**src/rtl/sram_top.sv**
```systemverilog
// sram_top: behavioural wrapper around the SRAM bit-cell array.
// Serial write data is collected in a shift register and committed to the
// array on a write request. Reads go through a precharge/sense sequence and
// present the word on data_out with a one-cycle data_valid strobe.
module sram_top #(
  parameter int ROWS = 16,
  parameter int COLS = 8,
  localparam int AW = (ROWS > 1) ? $clog2(ROWS) : 1
) (
  input  logic            clk,
  input  logic            arst_n,
  input  logic            serial_in,
  input  logic            shift,
  input  logic            w_en,
  input  logic            r_en,
  input  logic [AW-1:0]   addr,
  output logic            data_valid,
  output logic [COLS-1:0] data_out
);

  localparam int unsigned ROWS_U = ROWS;
  localparam logic [AW:0] ROWS_W = (AW + 1)'(ROWS);

  typedef enum logic [1:0] {
    IDLE,
    WRITE,
    PRECHARGE,
    SENSE
  } state_t;

  state_t            state;
  state_t            state_nx;
  logic              accept_w;
  logic              accept_r;
  logic [COLS-1:0]   shreg;
  logic [AW-1:0]     addr_l;
  logic [COLS-1:0]   data_l;
  logic              in_range;
  logic [COLS-1:0]   rd_word;
  logic [COLS-1:0]   mem [ROWS];

  // Serial load of write data, MSB first, independent of the FSM.
  always_ff @(posedge clk) begin
    if (arst_n)
      shreg <= '0;
    else if (shift)
      shreg <= {shreg[COLS-2:0], serial_in};
  end

  // FSM state register.
  always_ff @(posedge clk) begin
    if (arst_n)
      state <= IDLE;
    else
      state <= state_nx;
  end

  // Next-state logic; requests are only accepted in IDLE and write wins.
  always_comb begin
    state_nx = state;
    accept_w = 1'b0;
    accept_r = 1'b0;
    case (state)
      IDLE: begin
        if (w_en) begin
          accept_w = 1'b1;
          state_nx = WRITE;
        end else if (r_en) begin
          accept_r = 1'b1;
          state_nx = PRECHARGE;
        end
      end
      WRITE:     state_nx = IDLE;
      PRECHARGE: state_nx = SENSE;
      SENSE:     state_nx = IDLE;
      default:   state_nx = IDLE;
    endcase
  end

  // Capture address (and pre-shift write data) when a request is accepted.
  always_ff @(posedge clk) begin
    if (arst_n) begin
      addr_l <= '0;
      data_l <= '0;
    end else if (accept_w) begin
      addr_l <= addr;
      data_l <= shreg;
    end else if (accept_r) begin
      addr_l <= addr;
    end
  end

  assign in_range = ({1'b0, addr_l} < ROWS_W);
  assign rd_word  = in_range ? mem[addr_l] : '0;

  // Array update; out-of-range writes are dropped.
  always_ff @(posedge clk) begin
    if (arst_n) begin
      for (int unsigned i = 0; i < ROWS_U; i++)
        mem[i] <= '0;
    end else if (state == WRITE && in_range) begin
      mem[addr_l] <= data_l;
    end
  end

  // Read data output and its one-cycle qualifier.
  always_ff @(posedge clk) begin
    if (arst_n) begin
      data_out   <= '0;
      data_valid <= 1'b0;
    end else begin
      data_valid <= (state == SENSE);
      if (state == SENSE)
        data_out <= rd_word;
    end
  end

endmodule

```
**config.mk**
```make
export PLATFORM = sky130hd
export DESIGN_NAME = sram_top
export DESIGN_NICKNAME = d
export VERILOG_FILES = /design/src/rtl/sram_top.sv
export SDC_FILE = /design/constraint.sdc
export NUM_CORES = 1
export LEC_CHECK = 0
export CAP_MARGIN = 20
export CORE_UTILIZATION = 43
export CTS_CLUSTER_DIAMETER = 50
export DETAILED_ROUTE_END_ITERATION = 16
export PLACE_DENSITY_LB_ADDON = 0.08
export REMOVE_ABC_BUFFERS = 1
export SYNTH_ARGS = -nofsm -noshare
export SYNTH_HDL_FRONTEND = slang
export SYNTH_SLANG_ARGS = --single-unit
```
**constraint.sdc**
```tcl
create_clock -name clk -period 2.7 [get_ports clk]
set_input_delay 0.54 -clock clk [delete_from_list [all_inputs] [get_ports clk]]
set_output_delay 0.54 -clock clk [all_outputs]
set_load 0.01 [all_outputs]
```
==> results of run 1 <==
[where the power goes]
group	switching [mW]	internal [mW]
clock	0.983	1.58
combinational	0.198	0.155
sequential	0.0575	2.72
[cells in the mapped netlist (all sizes together)]
cell    instances
a41oi           3
a22oi           8
or2            19
nor2           26
mux2i          16
a21oi           8
edfxtp        128
mux4           24
inv             1
a221oi          5
nand2          10
nand3b          1
nor3           14
mux2           16
clkbuf         16
and2          130
buf            18
nand3           7
nor3b           3
nor4            4
a311oi          5
o21ai           4
nand2b          3
dfxtp          31
o21bai          3
nor2b           2
or3b            1
and3b           1
[per-layer routing]
layer,vias up,global-route usage [%]
met5,-,0
met1,2000,26.2
li1,1919,-
met2,82,33.0
met4,0,7.36
met3,15,4.17
[path summary, 6_finish.rpt]
kind | from | to | slack (ps)
setup reg to reg | addr_l[2] | data_out[4] | 710
hold / removal | shreg[7] | shreg[7] | 500
hold reg to reg | shreg[7] | shreg[7] | 500
setup / recovery | arst_n | mem[3][3] | 610
[area by class of cell]
type                            instances  area share (%)
Sequential cell                       159            53.5
Tap cell                              216            3.24
Clock buffer                           24            6.81
Inverter                                1          0.0450
Clock inverter                          8           0.990
Timing Repair Buffer                   45            4.59
Multi-Input combinational cell        313            30.8
[per-stage QoR]
stage | hold WS, ps | instance area, µm² | utilization, %
2_1_floorplan | 460 | 7040 | -
3_3_place_gp | 484 | 7690 | 47.7
3_5_place_dp | 489 | 7690 | 47.7
4_1_cts | 504 | 8340 | 51.8
5_1_grt | 531 | 8340 | 51.8
6_report | 496 | 8340 | 51.8
[worst register-to-register path: stages, from the launching register on]
cell      delay (ps)
dfxtp_2          730
buf_4            320
mux4_2           320
a22oi_1          340
a311oi_1         150
[state kept, by name (all words and copies together), names as in the netlist]
signal      flops
mem           128
data_l          8
data_out        8
shreg           8
addr_l          4
state           2
data_valid      1
[cells by family after synthesis]
| logic type | share of synthesized area [%] |
|---|---|
| AOI/OAI and AO/OA | 3.56 |
| buffers and inverters | 2.46 |
| muxes | 12.3 |
| and+or+nand+nor | 19.8 |
| DFF | 61.9 |
==> flow_summary.ini, run 1 <==
[status]
status = complete, no violations

[layout]
fill_cells = 1388
layout.nets = 547
area_growth_pct = 15.7
mostFrequentLayoutCells = 130 x and2_1, 128 x edfxtp_1, 29 x dfxtp_1
drive_gt1_share_pct = 24.5
final_cells = 766
register_area_mm2 = 0.00447
multi_input_area_mm2 = 0.00257
final_common_cell = and2_1
num_antenna_cells = 0

[sta]
fin_ws_ps = 609
period_share_pct = 77.4
setup_viol = 0
period_needed_ps = 2090
tightest_slew_ps = 887
fmax_ghz = 0.478
hold_violations = 0
slew_headroom_pct = 40.8
slew_viol_final = 0
fin_setup_tns_ps = 0
rsz0062_at_grt = no
fin_skew_ps = 7.42

[pwr]
power.leakage_nw = 3.06
power_density_mw_per_mm2 = 682
ir_drop_uv = 466
power_mw = 5.69

[route]
wl_met2_um = 7920
avgViaCountPerCell = 5.24
wl_met3_um = 485
wl_per_cell_um = 21.0
drt_wl_total_um = 16100
dr.pass1.iters = 4
drtIter0Drc = 254
route.top_layer_used = met4
drc = 0
vias = 4016
wl_met1_um = 7400
final_antenna_net_count = 0

[yosys]
yosys_warnings = 0
yosysTopAreaCellShare_pct = 53.3
ys_ff_latch = 159
synth_cell_type_count = 35
synth.area.top_cells = edfxtp_1 53%, and2_1 11%, dfxtp_1 8.6%
avgSynthCellArea_um2 = 14.2
seq_area_frac_synth_pct = 61.9
synth.cell_area_mm2 = 0.00721
synth_top_area_cell = edfxtp_1
syn_inst = 507

[clock_tree]
htree_levels = 4
clockRootBuffer = clkbuf_16
cts_buffer_depth = 2
numCtsBuffers = 17
cts-resized-gates = 0
insertion_delay_ps = 420
clkTransAtPathRegs_ps = 60
clock-sinks = 159
cts_tree = done
cts_hold_buf = 0
postCtsSetupBuffers = 0

[floorplan]
die_w_um = 132
die-area_mm2 = 0.0173
io_pins = 19
core_area_mm2 = 0.0161
die_h_um = 132
initial_core_util_pct = 44.8
num_rows = 46

[critical_path]
worstRegToRegCells = 4
cp_max_fo = 13
crit_slowest_cell = clkdlybuf4s50_1
cp_num_cells = 5
cp_data_required_time_ps = 2810
worstSetupEndpointType = register
critPathTopFamily = simple AND/OR/NAND/NOR gates
crit_type = in -> reg
worst-endpoint-arrival_ps = 2200
cp-start-kind = input pin
cp_num_buf_inv = 2
slowest_delay_ps = 470
crit_chain = clkdlybuf4s50_1 -> buf_4 -> nand3b_2 -> nor4_2 -> or2_2

[global_routing]
grt_max_degree = 36
grt.total_usage_pct = 20.1
overflow = 0
antenna_found_initial = 0
grt_pass1_vias = 4150
grt_pass1_wl_um = 25000

[min_path]
min_path_cells = 2
min_path_type = reg -> reg

[place]
preCtsSetupSlack_ps = 137
dp_hpwl_um = 11000
io_buffers = 18
place_inst = 734
routabilityCongestion = 0.843

[run]
cap_violations = 0
No activity file was read; power rests on OpenSTA's default activity.
==> run 2, diff against run 1 <==
==> constraint.sdc (replaced) <==
create_clock -name clk -period 1.7 [get_ports clk]
set_input_delay 0.34 -clock clk [delete_from_list [all_inputs] [get_ports clk]]
set_output_delay 0.34 -clock clk [all_outputs]
set_load 0.01 [all_outputs]
==> run 2 against run 1 <==
The flow now finishes with violations (negative setup slack). Register-to-register slack lost 750 ps. Non-clock buffer count rose by 28. Flip-flop and latch count is the same. Via count increased by 4.6%. Final area rose by 4.0%. Worst hold slack better by 2.7 ps. Critical path type is now reg -> reg. Critical endpoint is now mem[0][5].
==> flow_summary.ini, run 2 (same netlist as run 1, synthesis figures left out) <==
[clock_tree]
postCtsSetupBuffers = 0
htree_levels = 4
cts_hold_buf = 0
insertion_delay_ps = 430
cts_tree = done
numCtsBuffers = 17
clkTransAtPathRegs_ps = 60
cts_buffer_depth = 2
clockRootBuffer = clkbuf_16
clock-sinks = 159

[sta]
fin_ws_ps = -43.3
period_needed_ps = 1740
rsz0062_at_grt = yes
setup_viol = 24
slew_headroom_pct = 69.4
hold_violations = 0
hold-worst-slack_ps = 498
fmax_ghz = 0.574
fin_skew_ps = 7.44
tightest_slew_ps = 458
period_share_pct = 103
slew_viol_final = 0

[floorplan]
io_pins = 19
core_area_mm2 = 0.0161
num_rows = 46
die-area_mm2 = 0.0173
initial_core_util_pct = 44.8
die_w_um = 132
die_h_um = 132

[critical_path]
slowest_delay_ps = 410
crit_chain = or3b_4 -> buf_4 -> nor4_4 -> or2_4
crit_slowest_cell = or3b_4
worstSetupEndpointType = register
worstReg2RegStart = addr_l[1]
cp_max_fo = 8
r2r_slack_ps = -40
worstRegToRegCells = 4
cp-start-kind = register
cp_data_required_time_ps = 1830
reg2reg_to = mem[0][5]
worst-endpoint-arrival_ps = 1880
crit_type = reg -> reg

[min_path]
min_path_cells = 2
min_path_type = reg -> reg
hold_end = data_l[7]
min_from = shreg[7]

[global_routing]
antenna_found_initial = 0
overflow = 0
grt_pass1_wl_um = 26000
grt.total_usage_pct = 20.8
grt_pass1_vias = 4230
grt_max_degree = 27

[pwr]
ir_drop_uv = 721
power.leakage_nw = 3.21
netSwitchingPower_mw = 1.93
power_frac_seq_pct = 48.8
combPwrFrac_pct = 7.6
power_density_mw_per_mm2 = 1040
p_sw_share_pct = 21.5
cell_internal_pwr_mw = 7.07
power.share.clock_pct = 43.7

[route]
drt_wl_total_um = 16700
wl_per_cell_um = 21.1
vias = 4200
final_antenna_net_count = 0
avgViaCountPerCell = 5.29
drc = 0
dr.pass1.iters = 5
drtIter0Drc = 247

[run]
cap_violations = 0

[layout]
mostFrequentLayoutCells = 129 x and2_1, 128 x edfxtp_1, 44 x buf_4
final_cells = 794
layout.nets = 575
largest_reg_flops = 128
num_antenna_cells = 0
drive_gt1_share_pct = 29.9
area_growth_pct = 20.4
final_common_cell = and2_1
final_core_util_pct = 53.9
top_register = mem

[place]
routabilityCongestion = 0.816
place_inst = 765
dp_hpwl_um = 11900
io_buffers = 18

[status]
status = finished, violations left
violations = negative setup slack
==> run 2: cell types whose count changed in the layout (fill, tap and decap cells not counted), moves of 3 or more <==
cell        before  now
a22oi_1          8    1
clkbuf_16       22   17
or2_2           19    9
buf_12           0    5
clkinv_1         0    3
buf_6            0    5
a22oi_2          0    7
or2_4            0   10
clkinvlp_4       0    3
bufinv_16        1    4
buf_4           27   44
==> run 2: cell type report <==
type                            instances  area (µm²)
Clock buffer                           19         433
Clock inverter                         13         173
Fill cell                            1382        7430
Inverter                                1        3.75
Multi-Input combinational cell        313        2650
Sequential cell                       159        4470
Tap cell                              216         270
Timing Repair Buffer                   73         681
==> run 2: routing by layer <==
metal | up-vias | GRT usage, % | share of wire, %
met5 | - | 0 | 0
met4 | 0 | 8.33 | 1.8
met3 | 21 | 3.43 | 2.7
met2 | 88 | 33.7 | 50
met1 | 2118 | 27.8 | 46
li1 | 1973 | - | -
==> run 2: worst max path at each step <==
stage | from | to | slack (ps) | cells after the start
3_5_place_dp | arst_n | mem[1][0] | -550 | 5
6_report | addr_l[1] | mem[0][5] | -40 | 4
5_1_grt | addr_l[1] | mem[1][6] | -90 | 4
4_1_cts | addr_l[1] | mem[1][7] | -70 | 4
2_1_floorplan | addr_l[1] | mem[0][0] | -1140 | 3
3_3_place_gp | arst_n | mem[0][3] | -500 | 5
==> run 2: power by group through the flow <==
stage	sequential [mW]	combinational, mW	clock [mW]
floorplan	4.49	0.340	0
global placement	4.47	0.647	0
detailed placement	4.47	0.655	0
CTS	4.39	0.677	4.00
global route	4.40	0.732	4.14
finish	4.39	0.682	3.93
==> run 2: per-stage QoR <==
| stage | power (mW) | setup WS [ps] | setup TNS (ps) | area, µm² |
|---|---|---|---|---|
| finish | 9.00 | -43.3 | -456 | 8680 |
| detailed placement | 5.13 | -553 | -102100 | 7990 |
| CTS | 9.07 | -74.6 | -1030 | 8650 |
| global placement | 5.12 | -504 | -92080 | 7990 |
| floorplan | 4.83 | -1140 | -244920 | 7040 |
| global route | 9.27 | -87.2 | -5190 | 8680 |
==> run 2: repair_timing <==
item                                    in CTS  in global routing
pin swaps                                    4                  6
cloned                                       0                  0
resized for setup                           20                 13
endpoints found under the setup margin     136                144
==> run 2: critical path: cells and delay by family, from the launching register on <==
family        cells  cell delay (ps)
buf+inv           1              190
flops             1              390
simple gates      3              860
==> run 3, diff against run 2 <==
--- a/config.mk
+++ b/config.mk
@@ -9,6 +9,7 @@
 export CORE_UTILIZATION = 43
 export CTS_CLUSTER_DIAMETER = 50
 export DETAILED_ROUTE_END_ITERATION = 16
+export GPL_TIMING_DRIVEN = 0
 export PLACE_DENSITY_LB_ADDON = 0.08
 export REMOVE_ABC_BUFFERS = 1
 export SYNTH_ARGS = -nofsm -noshare
==> run 3 against run 2 <==
The flow still finishes with violations (negative setup slack). Clock power down 14%. Critical path type unchanged. Count of clock-buffer cells in the layout up 1. Setup slack worse by 98 ps. Clock skew down 2.0 ps. Via count down 1.6%. Critical endpoint is now mem[1][6].
==> flow_summary.ini, run 3 (same netlist as run 1, synthesis figures left out) <==
[global_routing]
antenna_found_initial = 0
grt.total_usage_pct = 19.7
grt_max_degree = 50
overflow = 0
grt_pass1_vias = 4145
grt_pass1_wl_um = 24800

[place]
dp_hpwl_um = 9660
io_buffers = 18
routabilityCongestion = 0.797
place_inst = 710

[layout]
top_register = mem
register_area_mm2 = 0.00448
fill_cells = 1354
num_antenna_cells = 0
final_cells = 786
final_core_util_pct = 54.8
mostFrequentLayoutCells = 128 x and2_1, 128 x edfxtp_1, 26 x nor2_1, 26 x dfxtp_1, 24 x mux4_2
multi_input_area_mm2 = 0.00278
layout.nets = 567
drive_gt1_share_pct = 31.2
largest_reg_flops = 128
area_growth_pct = 22.3

[clock_tree]
cts_hold_buf = 0
cts_tree = done
htree_levels = 4
clockRootBuffer = clkbuf_16
clkTransAtPathRegs_ps = 60
insertion_delay_ps = 420
clock-sinks = 159
numCtsBuffers = 17
cts_buffer_depth = 2

[critical_path]
worstSetupEndpointType = register
cp_max_fo = 8
crit_type = reg -> reg
cp-start-kind = register
worst-endpoint-arrival_ps = 1960
cp_data_required_time_ps = 1820

[route]
vias = 4133
avgViaCountPerCell = 5.26
dr.pass1.iters = 4
drc = 0
drtIter0Drc = 254
final_antenna_net_count = 0
drt_wl_total_um = 16000
wl_per_cell_um = 20.4

[sta]
tightest_slew_ps = 735
fin_setup_tns_ps = -10330
period_needed_ps = 1840
slew_headroom_pct = 51.0
period_share_pct = 108
fmax_ghz = 0.543
rsz0062_at_grt = yes
hold_violations = 0
setup_viol = 137
fin_skew_ps = 5.46
hold-worst-slack_ps = 380
fin_ws_ps = -141
slew_viol_final = 0

[min_path]
min_path_type = in -> reg

[floorplan]
num_rows = 46
die-area_mm2 = 0.0173
io_pins = 19
die_w_um = 132
die_h_um = 132
initial_core_util_pct = 44.8
core_area_mm2 = 0.0161

[status]
status = finished, violations left
violations = negative setup slack

[pwr]
ir_drop_uv = 680
power.leakage_nw = 3.30
power_density_mw_per_mm2 = 969

[run]
cap_violations = 0
run 3: changes by cell type in the layout (fill, tap and decap cells not counted), moves of 6 or more:
cell,previous run,this run
buf_12,5,11
nor3_4,6,12
buf_4,44,23
nor3_2,6,0
run 3: per-stage QoR:
| step | power (mW) | instance area, µm² | setup WS (ps) |
|---|---|---|---|
| 6_report | 8.55 | 8820 | -141 |
| 5_1_grt | 8.84 | 8820 | -167 |
| 4_1_cts | 8.53 | 8620 | -165 |
| 3_5_place_dp | 5.04 | 7530 | -1100 |
| 3_3_place_gp | 5.02 | 7490 | -2320 |
| 2_1_floorplan | 4.83 | 7040 | -1140 |
run 3: final cells by class:
type                            instances  share of cell area [%]
Sequential cell                       159                    50.8
Timing Repair Buffer                   65                    8.78
Multi-Input combinational cell        313                    31.5
Clock inverter                         12                   0.865
Tap cell                              216                    3.06
Inverter                                1                  0.0425
Clock buffer                           20                    4.95
run 3: worst paths after layout:
kind              from        end  slack [ps]  cells past startpoint
min reg2reg   shreg[7]   shreg[7]         500                      2
min             arst_n   shreg[0]         380                      2
max reg2reg  addr_l[1]  mem[1][6]        -140                      4
max          addr_l[1]  mem[1][6]        -140                      4
run 3: worst max-delay path, cell delays in order, from the launching register on:
cell     delay (ps)
dfxtp_4         370
buf_12          130
or3b_4          480
nor4_4          310
or2_4           240
run 3: metal layers:
layer  GRT usage [%]  wire [µm]
met5               0          0
met1            26.5       7460
met3            4.44        560
met2            31.1       7750
met4            7.43        269
run 3: power breakdown:
part / internal, mW / switching (mW)
Clock: 1.96 / 1.41
Combinational: 0.382 / 0.391
Sequential: 4.32 / 0.0810
Total: 6.67 / 1.88
run 3: repair_timing:
item | CTS | global route
cloned | 3 | 0
pin swaps | 27 | 13
endpoints found under the setup margin | 269 | 219
gates resized for setup | 52 | 21
setup buffers | 33 | 9
